File: config.mk
export PLATFORM = sky130hd
export DESIGN_NAME = frame_sequencer
export DESIGN_NICKNAME = d
export VERILOG_FILES = /design/src/rtl/frame_sequencer.sv
export SDC_FILE = /design/constraint.sdc
export NUM_CORES = 1
export LEC_CHECK = 0
export ABC_AREA = 1
export BUFFER_PORTS_ARGS = -buffer_cell sky130_fd_sc_hd__buf_2
export CORE_AREA = 2 2 78 80
export DETAILED_ROUTE_END_ITERATION = 6
export DIE_AREA = 0 0 80 82
export PLACE_DENSITY = 0.77
export SKIP_LAST_GASP = 1
export SLEW_MARGIN = 0
export SYNTH_ARGS = -nofsm -noshare
export SYNTH_HDL_FRONTEND = slang
export SYNTH_SLANG_ARGS = --single-unit
File: constraint.sdc
create_clock -name clock -period 1.3 [get_ports clock]
set_input_delay 0.26 -clock clock [delete_from_list [all_inputs] [get_ports clock]]
set_output_delay 0.26 -clock clock [all_outputs]
set_load 0.01 [all_outputs]
File: src/rtl/frame_sequencer.sv
// Per-frame controller: clear back buffer, draw the triangle list, wait for vblank, swap buffers.
// Define FRAME_SEQ_WATCHDOG_EN to build the per-wait-state watchdog that forces a swap on a stuck engine.
module frame_sequencer #(
   parameter int                      WIDTH          = 32,
   parameter int                      COLOUR_WIDTH   = 3,
   parameter logic [COLOUR_WIDTH-1:0] CLEAR_COLOUR   = '0,
   parameter logic [23:0]             TIMEOUT_CYCLES = 24'd4000000
) (
   input  logic                    clock,
   input  logic                    reset,
   input  logic                    enable,
   input  logic                    vsync,
   input  logic [WIDTH-1:0]        tri_count,
   input  logic                    strip,
   output logic                    clear_start,
   output logic [COLOUR_WIDTH-1:0] clear_colour,
   input  logic                    clear_done,
   output logic                    pipe_start,
   output logic [WIDTH-1:0]        pipe_count,
   output logic                    pipe_strip,
   input  logic                    pipe_idle,
   output logic                    swap,
   output logic                    buffer_sel,
   output logic [15:0]             frame_count,
   output logic                    busy,
   output logic                    overrun,
   output logic                    timeout
);

   typedef enum logic [2:0] {
      S_IDLE,
      S_CLEAR,
      S_WAIT_CLEAR,
      S_DRAW,
      S_DRAW_ARM,
      S_WAIT_DRAW,
      S_WAIT_SWAP,
      S_SWAP
   } state_t;

   state_t state;
   state_t state_next;
   logic   wd_hit;

   assign clear_colour = CLEAR_COLOUR;

   // NOTE: every output of this block gets a default before the case statement, so no path leaves one unassigned and no latch is inferred.
   always_comb begin
      state_next  = state;
      clear_start = 1'b0;
      pipe_start  = 1'b0;
      swap        = 1'b0;
      busy        = (state != S_IDLE);
      case (state)
         S_IDLE:       if (enable) state_next = S_CLEAR;
         S_CLEAR: begin
            clear_start = 1'b1;
            state_next  = S_WAIT_CLEAR;
         end
         S_WAIT_CLEAR: begin
            if (clear_done)  state_next = (pipe_count != '0) ? S_DRAW : S_WAIT_SWAP;
            else if (wd_hit) state_next = S_WAIT_SWAP;
         end
         S_DRAW: begin
            pipe_start = 1'b1;
            state_next = S_DRAW_ARM;
         end
         // The pipe still reports idle here; give it one cycle to leave its wait state.
         S_DRAW_ARM:   state_next = S_WAIT_DRAW;
         S_WAIT_DRAW:  if (pipe_idle || wd_hit) state_next = S_WAIT_SWAP;
         S_WAIT_SWAP:  if (vsync) state_next = S_SWAP;
         S_SWAP: begin
            swap       = 1'b1;
            state_next = S_IDLE;
         end
         default:      state_next = S_IDLE;
      endcase
   end

   // NOTE: sequential state uses non-blocking assignments so every register samples pre-edge values regardless of statement order.
   always_ff @(posedge clock) begin
      if (reset) begin
         state       <= S_IDLE;
         pipe_count  <= '0;
         pipe_strip  <= 1'b0;
         buffer_sel  <= 1'b0;
         frame_count <= '0;
         overrun     <= 1'b0;
      end else begin
         state <= state_next;
         if (state == S_IDLE && enable) begin
            pipe_count <= tri_count;
            pipe_strip <= strip;
         end
         if (state == S_SWAP) begin
            buffer_sel  <= ~buffer_sel;
            frame_count <= frame_count + 16'd1;
         end
         // A vblank is only legal while idle or once the frame is ready to swap.
         if (vsync && !(state inside {S_IDLE, S_WAIT_SWAP, S_SWAP})) overrun <= 1'b1;
      end
   end

`ifdef FRAME_SEQ_WATCHDOG_EN
   logic [23:0] wd_count;

   assign wd_hit = (wd_count == TIMEOUT_CYCLES - 24'd1) &&
                   ((state == S_WAIT_CLEAR && !clear_done) || (state == S_WAIT_DRAW && !pipe_idle));

   // Counter restarts on every entry to a wait state because it is held at zero outside them.
   always_ff @(posedge clock) begin
      if (reset) begin
         wd_count <= '0;
         timeout  <= 1'b0;
      end else begin
         if (state == S_WAIT_CLEAR || state == S_WAIT_DRAW) wd_count <= wd_count + 24'd1;
         else                                               wd_count <= '0;
         if (wd_hit) timeout <= 1'b1;
      end
   end
`else
   logic unused_timeout_cycles;

   assign wd_hit                = 1'b0;
   assign unused_timeout_cycles = ^TIMEOUT_CYCLES;
   assign timeout               = 1'b0;
`endif

endmodule

==> results.yml, run 1 <==
min_path:
  hp-class: "input pin to register"
  hold_end: "pipe_count[24]"
  worstHoldStart: "tri_count[24]"
  hold_depth: 3
timing:
  post-route-min-period_ns: 1.375
  max_freq_mhz: 727.5
  finalHoldViolCount: 0
  setup_ws_ns: -0.07464
  rsz0062_at_grt: "true"
  slew_viol_final: 0
  min_period_over_period_pct: 105.7
  finClkSkew_ns: 0.01103
  setup_viol: 6
clock_network:
  cts_buffer_depth: 2
  cts_sinks: 54
  cts-htree-levels: 2
  clk_pin_slew_ns: 0.10
  root_buffer: "clkbuf_8"
  cts_tree: "done"
  numCtsBuffers: 5
  clk_latency_ns: 0.31
power:
  finalPower_mw: 5.852
  power_leakage_nw: 1.524
  powerDensity_nw_per_um2: 1786
  power_frac_clock_pct: 19.7
  switching_share_pct: 37.91
  switchingPower_mw: 2.218
  irDropWorstVdd_mv: 0.9749
  p_seq_share_pct: 40.9
  power_frac_comb_pct: 39.3
  intPower_mw: 3.634
run:
  maxCapViolCount: 0
run_status:
  violations: "negative setup slack"
  status: "finished with violations"
floorplanning:
  initial_core_util_pct: 41.05
  fp.dieW_um: 80
  dieArea_sq_um: 6560
  die_y_um: 82
  ios: 98
  core_sq_um: 5746
  rows: 28
synth:
  synth-seq-cells: 54
  syn-instance-count: 328
  synth_warnings: 0
  synth_cell_types: 26
  ys_top_cells_by_area: "dfxtp_1 46%, a21oi_1 11%, o21ai_0 8.5%, inv_1 7.6%, nor2_1 6.7%"
  yosys.area.top_type: "dfxtp_1"
  netlist_area_sq_um: 2359
  syn_avg_cell_area_sq_um: 7.191
  synth_top_area_share_pct: 45.84
  seq_area_frac_synth_pct: 45.84
place:
  numPortBuffers: 93
  dp_slack_ns: -0.07084
  place_hpwl_um: 4278
  dpl_cell_area_sq_um: 2994
  gp_congestion: 0.8364
worst_setup_path:
  critPathArrivalTime_ns: 1.11
  reg2reg_from: "state[1]"
  critPathKind: "register to output port"
  worst-path-max-fanout: 4
  end_kind: "output port"
  r2r-end: "frame_count[15]"
  cp_data_required_time_ns: 1.04
  r2r_setup_slack_ns: -0.04
  ff2ff_path_depth: 8
  crit_path_start_kind: "register"
cells_and_area:
  finalNetCount: 475
  n_antenna_cell: 0
  drive_gt1_share_pct: 36.24
  utilization_pct: 57.03
  design_area_sq_um: 3277
  area_growth_pct: 38.94
route:
  drt_iter0_drc: 60
  wl_per_cell_um: 11.79
  vias: 2390
  wl_um: 6023
  viasPerCell: 4.677
  final_antenna_net_count: 0
  drtPass1Iterations: 4
  drc: 0
global_route:
  grt_pass1_vias: 2158
  gr-usage-all-layers_pct: 18.32
  grt_max_degree: 67
  grt_pass1_wl_um: 9515
  overflow: 0
  antenna_found_initial: 0
[cells by family after synthesis]
| logic type | synth area share, % |
|---|---|
| flip-flops | 45.84 |
| XOR/XNOR | 1.114 |
| buffers and inverters | 12.04 |
| AND/OR/NAND/NOR | 19.63 |
| adder cells (fa/ha/maj) | 0.5304 |
| other | 0.1590 |
| AO/OA/AOI/OAI | 20.69 |
[cells in the final DEF (no fill, tap or decap)]
| cell | n |
|---|---|
| nand2_1 | 33 |
| buf_6 | 4 |
| nor3_1 | 1 |
| nor3_4 | 1 |
| o21a_1 | 2 |
| nand3b_1 | 2 |
| bufinv_16 | 1 |
| dfxtp_1 | 50 |
| nand3_2 | 4 |
| buf_2 | 92 |
| clkbuf_8 | 5 |
| nor3_2 | 2 |
| nand3_1 | 8 |
| inv_6 | 1 |
| inv_2 | 2 |
| o21ai_1 | 19 |
| o21ai_0 | 23 |
| nand4_1 | 1 |
| nor2_4 | 5 |
| clkinv_2 | 1 |
| a21oi_1 | 48 |
| nand2_2 | 4 |
| inv_4 | 2 |
| xor2_1 | 3 |
| inv_1 | 47 |
| a21oi_2 | 2 |
| ha_2 | 1 |
| dfxtp_4 | 3 |
| nand3_4 | 2 |
| o21ai_2 | 1 |
| nor2_2 | 5 |
| nor2_1 | 35 |
| buf_12 | 2 |
| buf_4 | 17 |
| conb_1 | 4 |
| o211ai_1 | 1 |
| dfxtp_2 | 1 |
| nor4_1 | 1 |
[flip-flops by register name, summed over array words and instances, names as in the netlist]
register	cells
state	3
overrun	1
buffer_sel	1
pipe_strip	1
pipe_count	32
frame_count	16
[cell usage after synthesis (all sizes together)]
cell type,count
nand4,1
dfxtp,54
conb,1
xor2,3
o211ai,1
clkbuf,7
nor3,4
nor4,1
ha,1
buf,11
nor2,45
nand3,14
inv,50
a21oi,50
clkinv,1
o21ai,43
o21a,2
nand2,37
nand3b,2
[worst max-delay path: stages, from the launching register on]
cell     delay, ns
dfxtp_4       0.38
buf_6         0.12
nor3_2        0.16
buf_2         0.15
[per-layer routing]
layer	share of wire, %	track usage, %	wire, um
met5	0	0	0
met3	4.6	3.846	277
met4	2.3	7.119	139
met2	51	33.00	3044
met1	43	21.27	2561
[power by group through the flow]
stage / logic (mW) / clock network [mW] / registers, mW
2_1_floorplan: 1.14 / 0 / 2.54
3_3_place_gp: 2.01 / 0 / 2.40
3_5_place_dp: 2.06 / 0 / 2.42
4_1_cts: 2.20 / 1.18 / 2.39
5_1_grt: 2.58 / 1.24 / 2.45
6_report: 2.30 / 1.15 / 2.40
[layout make-up]
| type | instances | area, sq um |
|---|---|---|
| Timing Repair Buffer | 115 | 673.1 |
| Clock inverter | 3 | 43.79 |
| Inverter | 51 | 196.4 |
| Fill cell | 545 | 2469 |
| Clock buffer | 5 | 68.82 |
| Sequential cell | 54 | 1094 |
| Multi-Input combinational cell | 208 | 1107 |
| Tap cell | 75 | 93.84 |
[worst max path at each step]
| stage | startpoint | slack (ns) | to |
|---|---|---|---|
| after floorplan | frame_count[3] | 0.007 | frame_count[13] |
| after global placement | state[1] | -0.01 | frame_count[14] |
| after detailed placement | state[1] | -0.07 | frame_count[14] |
| after CTS | state[1] | -0.08 | clear_start |
| after global routing | state[1] | -0.12 | frame_count[15] |
| final | state[1] | -0.07 | clear_start |
[stage by stage]
step                      std cells  TNS (ns)  hold slack [ns]
after global placement          497  -0.01020           0.4275
after detailed placement        497   -0.1903           0.4401
after floorplan                 331         0           0.4393
after global routing            511    -1.132           0.2216
after CTS                       510   -0.2371           0.2149
final                           511   -0.2743           0.2101
[repair_timing]
action | 4_1_cts | 5_1_grt
setup buffers | 5 | 1
hold buffers | 0 | 0
pin swaps | 3 | 2
endpoints found under the setup margin | 16 | 37
gates resized for setup | 13 | 40
Power figures use the tool's default switching activity.
==> run 2, diff against run 1 <==
--- a/config.mk
+++ b/config.mk
@@ -10,7 +10,7 @@
 export CORE_AREA = 2 2 78 80
 export DETAILED_ROUTE_END_ITERATION = 6
 export DIE_AREA = 0 0 80 82
-export PLACE_DENSITY = 0.77
+export PLACE_DENSITY = 0.73
 export SKIP_LAST_GASP = 1
 export SLEW_MARGIN = 0
 export SYNTH_ARGS = -nofsm -noshare
==> results.yml, run 2 (synthesized netlist as in run 1, its figures left out) <==
clock_network:
  cts_sinks: 54
  clk_pin_slew_ns: 0.09
  cts_buffer_depth: 2
  numCtsBuffers: 5
  root_buffer: "clkbuf_8"
  cts-htree-levels: 2
  cts_tree: "done"
  clk_latency_ns: 0.32
power:
  p_seq_share_pct: 41.3
  irDropWorstVdd_mv: 0.8363
  switching_share_pct: 39.17
  power_frac_clock_pct: 17.2
  switchingPower_mw: 2.298
  intPower_mw: 3.568
  power_leakage_nw: 1.535
  power_frac_comb_pct: 41.5
  powerDensity_nw_per_um2: 1771
worst_setup_path:
  slowest_stage: "dfxtp_4"
  end_kind: "output port"
  critPathKind: "register to output port"
  path_cells: "nand2_2 -> nor2_4 -> buf_4 -> buf_2"
  reg2reg_from: "state[0]"
  crit_start: "state[0]"
  worst-path-max-fanout: 6
  critPathArrivalTime_ns: 1.15
  ff2ff_path_depth: 8
  cp_data_required_time_ns: 1.04
  r2r-end: "frame_count[15]"
  endpoint: "swap"
  r2r_setup_slack_ns: -0.04
  crit_path_start_kind: "register"
  cpPeakStageDelay_ns: 0.42
route:
  drt_iter0_drc: 130
  wl_per_cell_um: 11.93
  final_antenna_net_count: 0
  wl_um: 6168
  vias: 2439
  viasPerCell: 4.718
  drtPass1Iterations: 4
  drc: 0
timing:
  rsz0062_at_grt: "true"
  setup_viol: 8
  post-route-min-period_ns: 1.409
  max_freq_mhz: 709.5
  whs_ns: 0.2160
  min_period_over_period_pct: 108.4
  setup_ws_ns: -0.1094
  slew_viol_final: 0
  finClkSkew_ns: 0.01866
  finalHoldViolCount: 0
global_route:
  antenna_found_initial: 0
  grt_pass1_wl_um: 9577
  gr-usage-all-layers_pct: 18.10
  overflow: 0
  grt_max_degree: 56
  grt_pass1_vias: 2276
floorplanning:
  dieArea_sq_um: 6560
  die_y_um: 82
  ios: 98
  rows: 28
  initial_core_util_pct: 41.05
  core_sq_um: 5746
  fp.dieW_um: 80
cells_and_area:
  multi_input_area_sq_um: 1136
  largest_register_ffs: 32
  drive_gt1_share_pct: 37.33
  utilization_pct: 57.64
  nFillCells: 545
  top_register: "pipe_count"
  reg.largest.list: "pipe_count (32), frame_count (16), state (3)"
  stdcell_count: 517
  seqCellArea_sq_um: 1095
  layout_commonest_cell: "buf_2"
  most-common-layout-cells: "93 x buf_2, 49 x a21oi_1, 49 x dfxtp_1"
  n_antenna_cell: 0
  finalNetCount: 481
  area_growth_pct: 40.42
place:
  gp_congestion: 0.8990
  dp.cells: 497
  numPortBuffers: 93
  place_hpwl_um: 4368
min_path:
  hp-class: "input pin to register"
run:
  maxCapViolCount: 0
run_status:
  status: "finished with violations"
  violations: "negative setup slack"
## run 2: cell count changes in the layout (fill, tap and decap cells not counted), sizes merged
cell      change
buf           +6
bufinv        -1
clkinvlp      +2
inv           -2
clkbuf        +1
## run 2: cell type report
| cell class | count | share of cell area (%) |
|---|---|---|
| inverters | 51 | 5.931 |
| repair buffers | 121 | 20.89 |
| clock inverters | 2 | 0.4911 |
| flip-flops and latches | 54 | 33.06 |
| multi-input cells | 208 | 34.30 |
| clock buffers | 6 | 2.493 |
| well taps | 75 | 2.833 |
## run 2: layer usage
layer | vias up | GRT usage (%) | wire, um
met5 | - | 0 | 0
met4 | 0 | 4.915 | 59
met3 | 7 | 4.505 | 299
met2 | 65 | 34.08 | 3202
met1 | 1099 | 20.22 | 2606
li1 | 1268 | - | -
## run 2: timing repair
action,CTS,global route
resized for setup,14,34
pin swaps,4,3
hold endpoints to repair,0,0
endpoints found under the setup margin,31,49
buffers inserted,7,5
hold buffers,0,0
## run 2: worst min-delay path by stage
stage	startpoint	to	depth (start not counted)
floorplan	vsync	overrun	2
global placement	pipe_strip	pipe_strip	2
detailed placement	pipe_strip	pipe_strip	2
CTS	tri_count[11]	pipe_count[11]	3
global route	tri_count[14]	pipe_count[14]	3
finish	tri_count[26]	pipe_count[26]	3
## run 2: per-stage QoR
step	setup TNS, ns	setup slack [ns]	power, mW	cell area [sq um]
3_5_place_dp	-0.2803	-0.05398	4.431	2982
6_report	-0.3822	-0.1094	5.866	3312
4_1_cts	-0.2369	-0.08890	5.626	3176
5_1_grt	-2.569	-0.1477	6.295	3312
2_1_floorplan	0	0.007431	3.679	2379
3_3_place_gp	0	0.005173	4.382	2982
## run 2: worst max-delay path, delay by kind of cell (launching register included)
kind	cells	cell delay, ns
buf+inv	2	0.24
flops	1	0.42
simple gates	2	0.18
## run 2: power by group through the flow
| stage | clock network [mW] | registers, mW | logic (mW) |
|---|---|---|---|
| after detailed placement | 0 | 2.43 | 2.00 |
| after global routing | 1.10 | 2.47 | 2.72 |
| after floorplan | 0 | 2.54 | 1.14 |
| after global placement | 0 | 2.42 | 1.96 |
| after CTS | 1.03 | 2.42 | 2.17 |
| final | 1.01 | 2.42 | 2.43 |
==> run 3, diff against run 2 <==
--- a/config.mk
+++ b/config.mk
@@ -7,10 +7,12 @@
 export LEC_CHECK = 0
 export ABC_AREA = 1
 export BUFFER_PORTS_ARGS = -buffer_cell sky130_fd_sc_hd__buf_2
-export CORE_AREA = 2 2 78 80
+export CELL_PAD_IN_SITES_DETAIL_PLACEMENT = 0
+export CELL_PAD_IN_SITES_GLOBAL_PLACEMENT = 2
+export CORE_AREA = 2 2 107 109
 export DETAILED_ROUTE_END_ITERATION = 6
-export DIE_AREA = 0 0 80 82
-export PLACE_DENSITY = 0.73
+export DIE_AREA = 0 0 109 111
+export PLACE_DENSITY_LB_ADDON = 0.1
 export SKIP_LAST_GASP = 1
 export SLEW_MARGIN = 0
 export SYNTH_ARGS = -nofsm -noshare
==> results.yml, run 3 (synthesized netlist as in run 1, its figures left out) <==
timing:
  setup_viol: 5
  rsz0062_at_grt: "true"
  slew_viol_final: 0
  max_freq_mhz: 725.8
  setup_ws_ns: -0.07781
  post-route-min-period_ns: 1.378
  finClkSkew_ns: 0.006996
  tns_ns: -0.2197
  min_period_over_period_pct: 106.0
  finalHoldViolCount: 0
clock_network:
  numCtsBuffers: 5
  clk_latency_ns: 0.29
  cts_buffer_depth: 2
  cts-htree-levels: 2
  cts_sinks: 54
  cts_tree: "done"
  cts_hold_buf: 0
  clk_pin_slew_ns: 0.07
  root_buffer: "clkbuf_16"
power:
  irDropWorstVdd_mv: 0.6998
  switching_share_pct: 36.31
  switchingPower_mw: 2.344
  power_leakage_nw: 1.633
  p_seq_share_pct: 37.4
  intPower_mw: 4.112
  power_frac_comb_pct: 39.2
  power_frac_clock_pct: 23.4
  powerDensity_nw_per_um2: 1833
worst_setup_path:
  r2r_setup_slack_ns: -0.01
  crit_buf_inv: 3
  crit_top_cell: "buf_6"
  worst-path-max-fanout: 3
  path_delay_family: "buffers and inverters"
  critPathKind: "register to output port"
  crit_path_start_kind: "register"
  critPathArrivalTime_ns: 1.12
  end_kind: "output port"
  cp_data_required_time_ns: 1.04
  path_cells: "buf_6 -> buf_6 -> nor3_2 -> buf_2"
  slowest_stage: "dfxtp_2"
  cpPeakStageDelay_ns: 0.34
min_path:
  hp-class: "input pin to register"
route:
  viasPerCell: 4.106
  dr.max_layer_used: "met4"
  final_antenna_net_count: 0
  drtPass1Iterations: 4
  wl_per_cell_um: 12.43
  wl_met3_um: 404
  wl_um: 7359
  wl_met1_um: 3303
  vias: 2431
  drc: 0
  wl_met2_um: 3607
  drt_iter0_drc: 45
cells_and_area:
  reg.largest.list: "pipe_count (32), frame_count (16), state (3)"
  most-common-layout-cells: "92 x buf_2, 51 x dfxtp_1, 50 x a21oi_1"
  nFillCells: 1224
  top_register: "pipe_count"
  utilization_pct: 31.80
  n_antenna_cell: 0
  layout_commonest_cell: "buf_2"
  area_growth_pct: 49.34
  largest_register_ffs: 32
  drive_gt1_share_pct: 35.86
  finalNetCount: 488
global_route:
  overflow: 0
  grt_pass1_wl_um: 11320
  antenna_found_initial: 0
  gr-usage-all-layers_pct: 11.85
  grt_max_degree: 67
  grt_pass1_vias: 2289
place:
  numPortBuffers: 93
  gp_congestion: 0.7580
  place_hpwl_um: 5241
floorplanning:
  rows: 39
  dieArea_sq_um: 12100
  initial_core_util_pct: 21.29
  core_sq_um: 11080
  fp.dieW_um: 109
  die_y_um: 111
  ios: 98
run:
  maxCapViolCount: 0
run_status:
  status: "finished with violations"
  violations: "negative setup slack"
run 3: per-layer routing:
| layer | track usage (%) | vias up |
|---|---|---|
| met2 | 19.83 | 56 |
| met5 | 0 | - |
| met4 | 3.846 | 0 |
| li1 | - | 1286 |
| met3 | 2.234 | 2 |
| met1 | 15.16 | 1087 |
run 3: worst register-to-register path: stages, from the launching register on:
cell and delay, ns:
dfxtp_2 0.34, inv_2 0.12, nor2_4 0.06, buf_4 0.15, nand3_4 0.11, clkinv_2 0.07
buf_4 0.14, a21oi_1 0.14, o21a_1 0.13
run 3: per-stage QoR:
| step | hold slack (ns) | total power [mW] | cells | cell area (sq um) | worst slack, ns |
|---|---|---|---|---|---|
| 2_1_floorplan | 0.4393 | 3.679 | 331 | 2379 | 0.007431 |
| 3_3_place_gp | 0.4312 | 4.663 | 578 | 3189 | -0.02120 |
| 3_5_place_dp | 0.4360 | 4.677 | 578 | 3189 | -0.005428 |
| 4_1_cts | 0.2355 | 6.428 | 590 | 3453 | -0.1138 |
| 5_1_grt | 0.2480 | 6.975 | 592 | 3522 | -0.1237 |
| 6_report | 0.2318 | 6.456 | 592 | 3522 | -0.07781 |
run 3: repair_timing:
action                                  4_1_cts  5_1_grt
buffers inserted                              4        1
endpoints found under the setup margin       22       52
gates cloned                                  0        1
pin swaps                                     4        0
gates resized for setup                      18       27
run 3: final cells by class:
type | instances | area, sq um | area share, %
tap | 143 | 178.9 | 5.080
inverter | 51 | 192.7 | 5.471
sequential | 54 | 1090 | 30.94
clock inverter | 2 | 37.54 | 1.066
multi-input combinational | 208 | 1090 | 30.94
clock buffer | 6 | 128.9 | 3.659
timing repair buffer | 128 | 804.5 | 22.84
run 3: power by group through the flow:
stage	Combinational [mW]	Sequential, mW	Clock (mW)
after global placement	2.25	2.42	0
after detailed placement	2.25	2.42	0
after floorplan	1.14	2.54	0
final	2.53	2.41	1.51
after CTS	2.42	2.42	1.59
after global routing	2.84	2.48	1.65
run 3: path summary, 6_finish.rpt:
check	endpoint	cells after the start	start
worst max-delay path	clear_start	4	state[2]
worst min-delay path	pipe_count[17]	3	tri_count[17]
worst max register to register	frame_count[8]	8	state[2]
worst min register to register	pipe_strip	2	pipe_strip
